<file path="src/rtl/bp_clint_multi.sv">
// Multi-hart core-local interruptor: msip, mtimecmp and mtime registers behind a
// single-outstanding command/response port, with per-hart software and timer interrupts.
module bp_clint_multi #(
  parameter int unsigned num_core_p    = 4,
  parameter int unsigned paddr_width_p = 56,
  parameter int unsigned data_width_p  = 64,
  parameter int unsigned tick_div_p    = 8
) (
  input  logic                     clk_i,
  input  logic                     reset_n_i,
  input  logic                     mem_cmd_v_i,
  output logic                     mem_cmd_ready_o,
  input  logic                     mem_cmd_w_i,
  input  logic [1:0]               mem_cmd_size_i,
  input  logic [paddr_width_p-1:0] mem_cmd_addr_i,
  input  logic [data_width_p-1:0]  mem_cmd_data_i,
  output logic                     mem_resp_v_o,
  input  logic                     mem_resp_ready_i,
  output logic [data_width_p-1:0]  mem_resp_data_o,
  output logic                     mem_resp_err_o,
  output logic [num_core_p-1:0]    soft_irq_o,
  output logic [num_core_p-1:0]    timer_irq_o
);

  localparam int unsigned IW = (num_core_p > 1) ? $clog2(num_core_p) : 1;
  localparam int unsigned PW = (tick_div_p > 1) ? $clog2(tick_div_p) : 1;

  typedef enum logic {ST_IDLE, ST_RESP} state_e;

  state_e                  state;
  logic [num_core_p-1:0]   msip;
  logic [63:0]             mtimecmp [num_core_p];
  logic [63:0]             mtime;
  logic [PW-1:0]           presc;
  logic [num_core_p-1:0]   timer_irq;
  logic [63:0]             resp_data;
  logic                    resp_err;

  logic [23:0]   offset_c;
  logic [11:0]   msip_idx_c;
  logic [10:0]   cmp_idx_c;
  logic [IW-1:0] hart_c;
  logic          is_8b_c, size_ok_c;
  logic          hit_msip_c, hit_cmp_c, hit_mtime_c, err_c;
  logic          accept_c, wr_c, tick_c;
  logic [63:0]   sel_c, rdata_c, wval_c;
  logic          unused_addr_c;

  assign offset_c      = mem_cmd_addr_i[23:0];
  assign msip_idx_c    = offset_c[13:2];
  assign cmp_idx_c     = offset_c[13:3];
  assign unused_addr_c = ^mem_cmd_addr_i[paddr_width_p-1:24];
  assign accept_c      = mem_cmd_v_i && (state == ST_IDLE);
  assign wr_c          = accept_c && mem_cmd_w_i && !err_c;
  assign tick_c        = (presc == PW'(tick_div_p - 1));

  // Address decode, error classification, read mux and merged write value
  always_comb begin
    is_8b_c     = (mem_cmd_size_i == 2'd3);
    size_ok_c   = (mem_cmd_size_i == 2'd2) || is_8b_c;
    hit_msip_c  = (offset_c[23:14] == 10'd0) && (32'(msip_idx_c) < num_core_p);
    hit_cmp_c   = (offset_c[23:14] == 10'd1) && (32'(cmp_idx_c) < num_core_p);
    hit_mtime_c = (offset_c[23:3] == 21'h17FF);
    hart_c      = hit_msip_c ? IW'(msip_idx_c) : IW'(cmp_idx_c);
    err_c       = !size_ok_c || (offset_c[1:0] != 2'd0) || (is_8b_c && offset_c[2])
                  || !(hit_msip_c || hit_cmp_c || hit_mtime_c) || (hit_msip_c && is_8b_c);
    sel_c       = mtime;
    if (hit_msip_c)     sel_c = {63'd0, msip[hart_c]};
    else if (hit_cmp_c) sel_c = mtimecmp[hart_c];
    rdata_c = sel_c;
    if (!is_8b_c && !hit_msip_c)
      rdata_c = offset_c[2] ? {32'd0, sel_c[63:32]} : {32'd0, sel_c[31:0]};
    wval_c = mem_cmd_data_i;
    if (!is_8b_c)
      wval_c = offset_c[2] ? {mem_cmd_data_i[31:0], sel_c[31:0]}
                           : {sel_c[63:32], mem_cmd_data_i[31:0]};
  end

  // Request/response handshake; response captured on the acceptance edge
  always_ff @(posedge clk_i or negedge reset_n_i) begin
    if (!reset_n_i) begin
      state     <= ST_IDLE;
      resp_data <= '0;
      resp_err  <= 1'b0;
    end else begin
      case (state)
        ST_IDLE: if (mem_cmd_v_i) begin
          state     <= ST_RESP;
          resp_err  <= err_c;
          resp_data <= (mem_cmd_w_i || err_c) ? 64'd0 : rdata_c;
        end
        ST_RESP: if (mem_resp_ready_i) state <= ST_IDLE;
        default: state <= ST_IDLE;
      endcase
    end
  end

  // Timebase, compare registers, software-interrupt bits and timer comparators
  always_ff @(posedge clk_i or negedge reset_n_i) begin
    if (!reset_n_i) begin
      presc     <= '0;
      mtime     <= '0;
      msip      <= '0;
      timer_irq <= '0;
      for (int i = 0; i < int'(num_core_p); i++) mtimecmp[i] <= '1;
    end else begin
      presc <= tick_c ? '0 : presc + PW'(1);
      if (wr_c && hit_mtime_c) mtime <= wval_c;
      else if (tick_c)         mtime <= mtime + 64'd1;
      for (int i = 0; i < int'(num_core_p); i++) begin
        if (wr_c && hit_cmp_c && (hart_c == IW'(i)))  mtimecmp[i] <= wval_c;
        if (wr_c && hit_msip_c && (hart_c == IW'(i))) msip[i] <= mem_cmd_data_i[0];
        timer_irq[i] <= (mtime >= mtimecmp[i]);
      end
    end
  end

  assign mem_cmd_ready_o = (state == ST_IDLE);
  assign mem_resp_v_o    = (state == ST_RESP);
  assign mem_resp_data_o = resp_data;
  assign mem_resp_err_o  = resp_err;
  assign soft_irq_o      = msip;
  assign timer_irq_o     = timer_irq;

endmodule

</file>
<file path="config.mk">
export PLATFORM = sky130hd
export DESIGN_NAME = bp_clint_multi
export DESIGN_NICKNAME = d
export VERILOG_FILES = /design/src/rtl/bp_clint_multi.sv
export SDC_FILE = /design/constraint.sdc
export NUM_CORES = 1
export LEC_CHECK = 0
export BUFFER_PORTS_ARGS = -buffer_cell sky130_fd_sc_hd__clkbuf_2
export CAP_MARGIN = 10
export CELL_PAD_IN_SITES_DETAIL_PLACEMENT = 1
export CELL_PAD_IN_SITES_GLOBAL_PLACEMENT = 1
export CORE_UTILIZATION = 42
export DETAILED_ROUTE_END_ITERATION = 7
export PLACE_DENSITY_LB_ADDON = 0.1
export SYNTH_ARGS = -nofsm -noshare
export SYNTH_HDL_FRONTEND = slang
export SYNTH_SLANG_ARGS = --single-unit
</file>
<file path="constraint.sdc">
create_clock -name clk_i -period 2.5 [get_ports clk_i]
set_clock_uncertainty 0.15 [all_clocks]
set_input_delay 0.375 -clock clk_i [delete_from_list [all_inputs] [get_ports clk_i]]
set_output_delay 0.375 -clock clk_i [all_outputs]
set_load 0.01 [all_outputs]
</file>
==> flow_summary_export.csv, run 1 <==
group,metric,value,unit
timing,worst_endpoint,"timer_irq_o[1]$_DFF_PN0_/D",
synthesis,synthArstFlopShare,1.00,
cts,clock_path_buffers,3,
status,status,"did not finish",
synthesis,synth_most_common_cell,"nand2_1",
synthesis,synthFlopType,"dfstp_2",
floorplanning,start_util,0.427,
synthesis,synth_area_leader_cell,"dfstp_2",
timing,worst_path_end_type,"register data pin",
floorplanning,die_h,254,µm
synthesis,synth_nets,3465,
placed_design,dp_hpwl,108,mm
synthesis,ys_ff_latch,397,
synthesis,synth.distinct_cells,79,
synthesis,synth_area,0.0266,mm²
cts,cts_buffers,50,
cts,numClockSinks,397,
synthesis,synth_seq_area_share,0.386,
placed_design,port_buffers,169,
synthesis,synthTopCellsByArea,"dfstp_2 (25%), dfrtp_1 (13%), ha_1 (12%)",
synthesis,synth-edff-count,0,
placed_design,gp_congestion,1.02,
grt,grt_util_all_layers,0.725,
cts,htreeDepth,2,
status,lastStage,"5_1_grt",
floorplanning,io_pins,202,
synthesis,syn_area_per_cell,8.63,µm²
synthesis,yosysWarnings,0,
grt,grt_max_degree,67,
placed_design,place_area,0.0334,mm²
synthesis,synth_top_area_share,0.253,
floorplanning,rows,91,
cts,root_buffer,"clkbuf_16",
status,error_line,"[ERROR GRT-0232] Routing congestion too high. Check the congestion heatmap in the GUI.",
synthesis,postSynthCellCount,3079,
synthesis,ys_top_cells_by_count,"nand2_1 (479), inv_1 (275), ha_1 (259)",
grt,overflow,51,
floorplanning,die_width,254,µm
==> per-stage QoR <==
stage,TNS [ps],util,setup WS (ps),instances
4_1_cts,-52040,0.626,-438,4783
3_3_place_gp,-300470,0.537,-1060,4575
2_1_floorplan,-149970,-,-531,3079
3_5_place_dp,-334320,0.537,-1110,4575
==> cell families after synthesis <==
| kind of cell | count (synthesis) | synth area share |
|---|---|---|
| compound gates | 953 | 0.228 |
| simple gates | 897 | 0.151 |
| buf+inv | 447 | 0.0675 |
| flops | 397 | 0.386 |
| fa+ha+maj | 259 | 0.122 |
| xor+xnor | 63 | 0.0208 |
| mux | 63 | 0.0248 |
==> repair_timing <==
item / CTS
hold buffers: 11
endpoints found under the setup margin: 392
gates cloned: 33
buffers inserted: 79
resized for setup: 542
endpoints found under the hold margin: 80
pin swaps: 226
==> routing by layer <==
| metal | GRT usage | GRT overflow |
|---|---|---|
| met5 | 0.173 | 0 |
| met4 | 0.731 | 21 |
| met3 | 0.553 | 0 |
| met2 | 0.912 | 30 |
| met1 | 0.723 | 0 |
==> run 2: changes to the inputs <==
- CELL_PAD_IN_SITES_DETAIL_PLACEMENT: 1 -> default
- CELL_PAD_IN_SITES_GLOBAL_PLACEMENT: 1 -> default
- CORE_UTILIZATION: 42 -> 30
- PLACE_DENSITY_LB_ADDON: 0.1 -> 0.15
- clock period: 2.5 -> 3.2 ns (I/O delays scaled with it)
==> flow_summary_export.csv, run 2 <==
group,metric,value,unit
finish,nets,3899,
critical_path,crit_chain,"clkbuf_2, or4_1, buf_4, nor3_2, nand4_1, a21o_1, buf_12, buf_4, o221a_2, o22ai_2, buf_4, o21ai_0, a22o_1",
synthesis,synth_most_common_cell,"nand2_1",
floorplanning,start_util,0.304,
placed_design,place_area,0.0317,mm²
grt,grtUsageMet3,0.0544,
finish,drive_above_1_share,0.277,
finish,largest_register_ffs,256,
placed_design,port_buffers,169,
critical_path,cp-start-kind,"input pin",
cts,cts_buffers,51,
grt,overflow,0,
critical_path,path_buf_inv,5,
timing,min_period,3160,ps
synthesis,synthArstFlopShare,1.00,
grt,grt_busiest_layer,"met2",
finish,final_util,0.385,
routing,wirelength,129,mm
grt,grt_util_all_layers,0.284,
timing,tightestPinTransition,881,ps
routing,final_antenna_net_count,0,
status,status,"finished clean",
critical_path,r2r_slack,70,ps
synthesis,synthTopCellsByArea,"dfstp_2 (25%), dfrtp_1 (13%), ha_1 (12%)",
cts,insertion_delay,630,ps
finish,regMostFlops,"mtimecmp",
critical_path,criticalPathCategory,"input pin to flip-flop",
timing,whs,33.0,ps
cts,root_buffer,"clkbuf_16",
grt,grt_pass1_vias,24938,
cts,numClockSinks,397,
routing,via_per_inst,5.49,
floorplanning,die_area,0.0898,mm²
timing,hold_violations,0,
cts,clock_path_buffers,3,
pwr,power,12.3,mW
cts,cts_tree,"yes",
synthesis,synth_top_area_share,0.253,
critical_path,critPathCaptureType,"flip-flop",
critical_path,cp.required,3570,ps
finish,fin_area,0.0336,mm²
floorplanning,io_pins,202,
routing,via_count,25850,
critical_path,cp_slowest_cell,"or4_1",
finish,final_cell_mix,"nand2_1 (478), buf_4 (337), inv_1 (275)",
critical_path,slowest_delay,710,ps
hold_path,hold_path_class,"input pin to flip-flop",
cts,htreeDepth,2,
floorplanning,die_h,300,µm
synthesis,synth_area_leader_cell,"dfstp_2",
routing,routedWlPerCell,27.3,µm
placed_design,place_ws,-621,ps
cts,clk_pin_slew,60,ps
finish,layout_commonest_cell,"nand2_1",
synthesis,synth-edff-count,0,
finish,fin_cells,4712,
critical_path,cp_top_family,"compound AO/OA/AOI/OAI gates",
flow_run,drv_cap,0,
pwr,p_leak,14.3,nW
grt,antenna_found_initial,8,
floorplanning,die_width,300,µm
cts,post_cts_buffers,0,
critical_path,timing.critical_path.mode_cell,"buf_4",
finish,fillers,9203,
floorplanning,core,0.0873,mm²
timing,timing.final.ws_setup,40.9,ps
timing,max_slew_margin,0.413,
timing,rsz0062_at_grt,"yes",
pwr,cellPowerDensity,366,mW/mm²
routing,dr.pass1.iters,6,
placed_design,gp_congestion,0.981,
grt,met1_usage,0.413,
finish,areaGrowthSynthToFinish,26.3,%
synthesis,synth_nets,3465,
synthesis,synth_seq_area_share,0.386,
timing,clock.fmax,317,MHz
routing,drt_drc_violations_left,0,
critical_path,timing.critical_path.arrival,3520,ps
floorplanning,rows,108,
grt,grt_pass1_wl,184,mm
grt,met2_usage,0.419,
timing,drv_slew,0,
pwr,ir_worst_vdd,450,µV
synthesis,syn_area_per_cell,8.63,µm²
synthesis,yosysWarnings,0,
critical_path,path_max_fanout,9,
placed_design,place_inst,4613,
synthesis,ys_ff_latch,397,
timing,setup_viol,0,
synthesis,synth.distinct_cells,79,
grt,grt_max_degree,86,
routing,drtIter0Drc,2338,
placed_design,dp_hpwl,98.0,mm
synthesis,synth_area,0.0266,mm²
synthesis,ys_top_cells_by_count,"nand2_1 (479), inv_1 (275), ha_1 (259)",
synthesis,synthFlopType,"dfstp_2",
timing,fin_tns_setup,0,ps
timing,min_period_over_period,0.987,
synthesis,postSynthCellCount,3079,
run 2: cell counts after synthesis:
Identical to the previous run, type by type.
run 2: worst reg2reg max path, cell delays in order, from the launching register on:
cell and delay (ps):
dfstp_2 530, inv_1 40, ha_1 200, or4_1 570, a21oi_1 130, o21ai_1 120
a2111o_1 400, a221oi_2 220, buf_4 190, o31ai_2 90, buf_4 140, a21o_1 210
run 2: cell families after synthesis:
logic type,Yosys count,share of synthesized area
compound gates,953,0.228
xor+xnor,63,0.0208
fa+ha+maj,259,0.122
buf+inv,447,0.0675
flops,397,0.386
mux,63,0.0248
simple gates,897,0.151
run 2: repair_timing:
item | 4_1_cts | 5_1_grt
endpoints found under the hold margin | 38 | 0
gates resized for setup | 9 | 23
endpoints found under the setup margin | 3 | 36
pin swaps | 1 | 2
hold buffers | 2 | 0
run 2: area by class of cell:
cell class                      instances  area (µm²)  share of cell area
Antenna cell                            3        7.51            0.000224
Inverter                              275        1030              0.0307
Timing Repair Buffer                  553        4320               0.129
Tap cell                             1155        1450              0.0430
Multi-Input combinational cell       2235       14700               0.439
Sequential cell                       397       10300               0.305
Clock buffer                           74        1450              0.0433
Clock inverter                         20         309             0.00921
run 2: per-layer routing:
layer  share of wire  routed length, µm
met1            0.46              59400
met2            0.42              53900
met3           0.085              11000
met4           0.034               4330
met5         0.00031                 40
run 2: worst paths after layout:
kind,from,to,depth (start not counted)
setup / recovery,mem_cmd_addr_i[18],mem_resp_data_o[3]$_DFFE_PN0P_,13
hold / removal,mem_cmd_data_i[0],soft_irq_o[2]$_DFFE_PN0P_,2
setup reg to reg,mtimecmp[141]$_DFFE_PN1P_,timer_irq_o[1]$_DFF_PN0_,11
hold reg to reg,presc[0]$_DFF_PN0_,presc[0]$_DFF_PN0_,1
max in group asynchronous,reset_n_i,mtimecmp[99]$_DFFE_PN1P_,3
min in group asynchronous,reset_n_i,soft_irq_o[2]$_DFFE_PN0P_,2
run 2: report_power, final:
part | total, mW | leakage, nW | switching (mW) | internal, mW
Sequential | 5.04 | 4.56 | 0.00108 | 5.04
Clock | 6.20 | 0.872 | 2.47 | 3.72
Combinational | 1.04 | 8.87 | 0.741 | 0.304
Note: power is estimated with default switching activity, not from simulation.
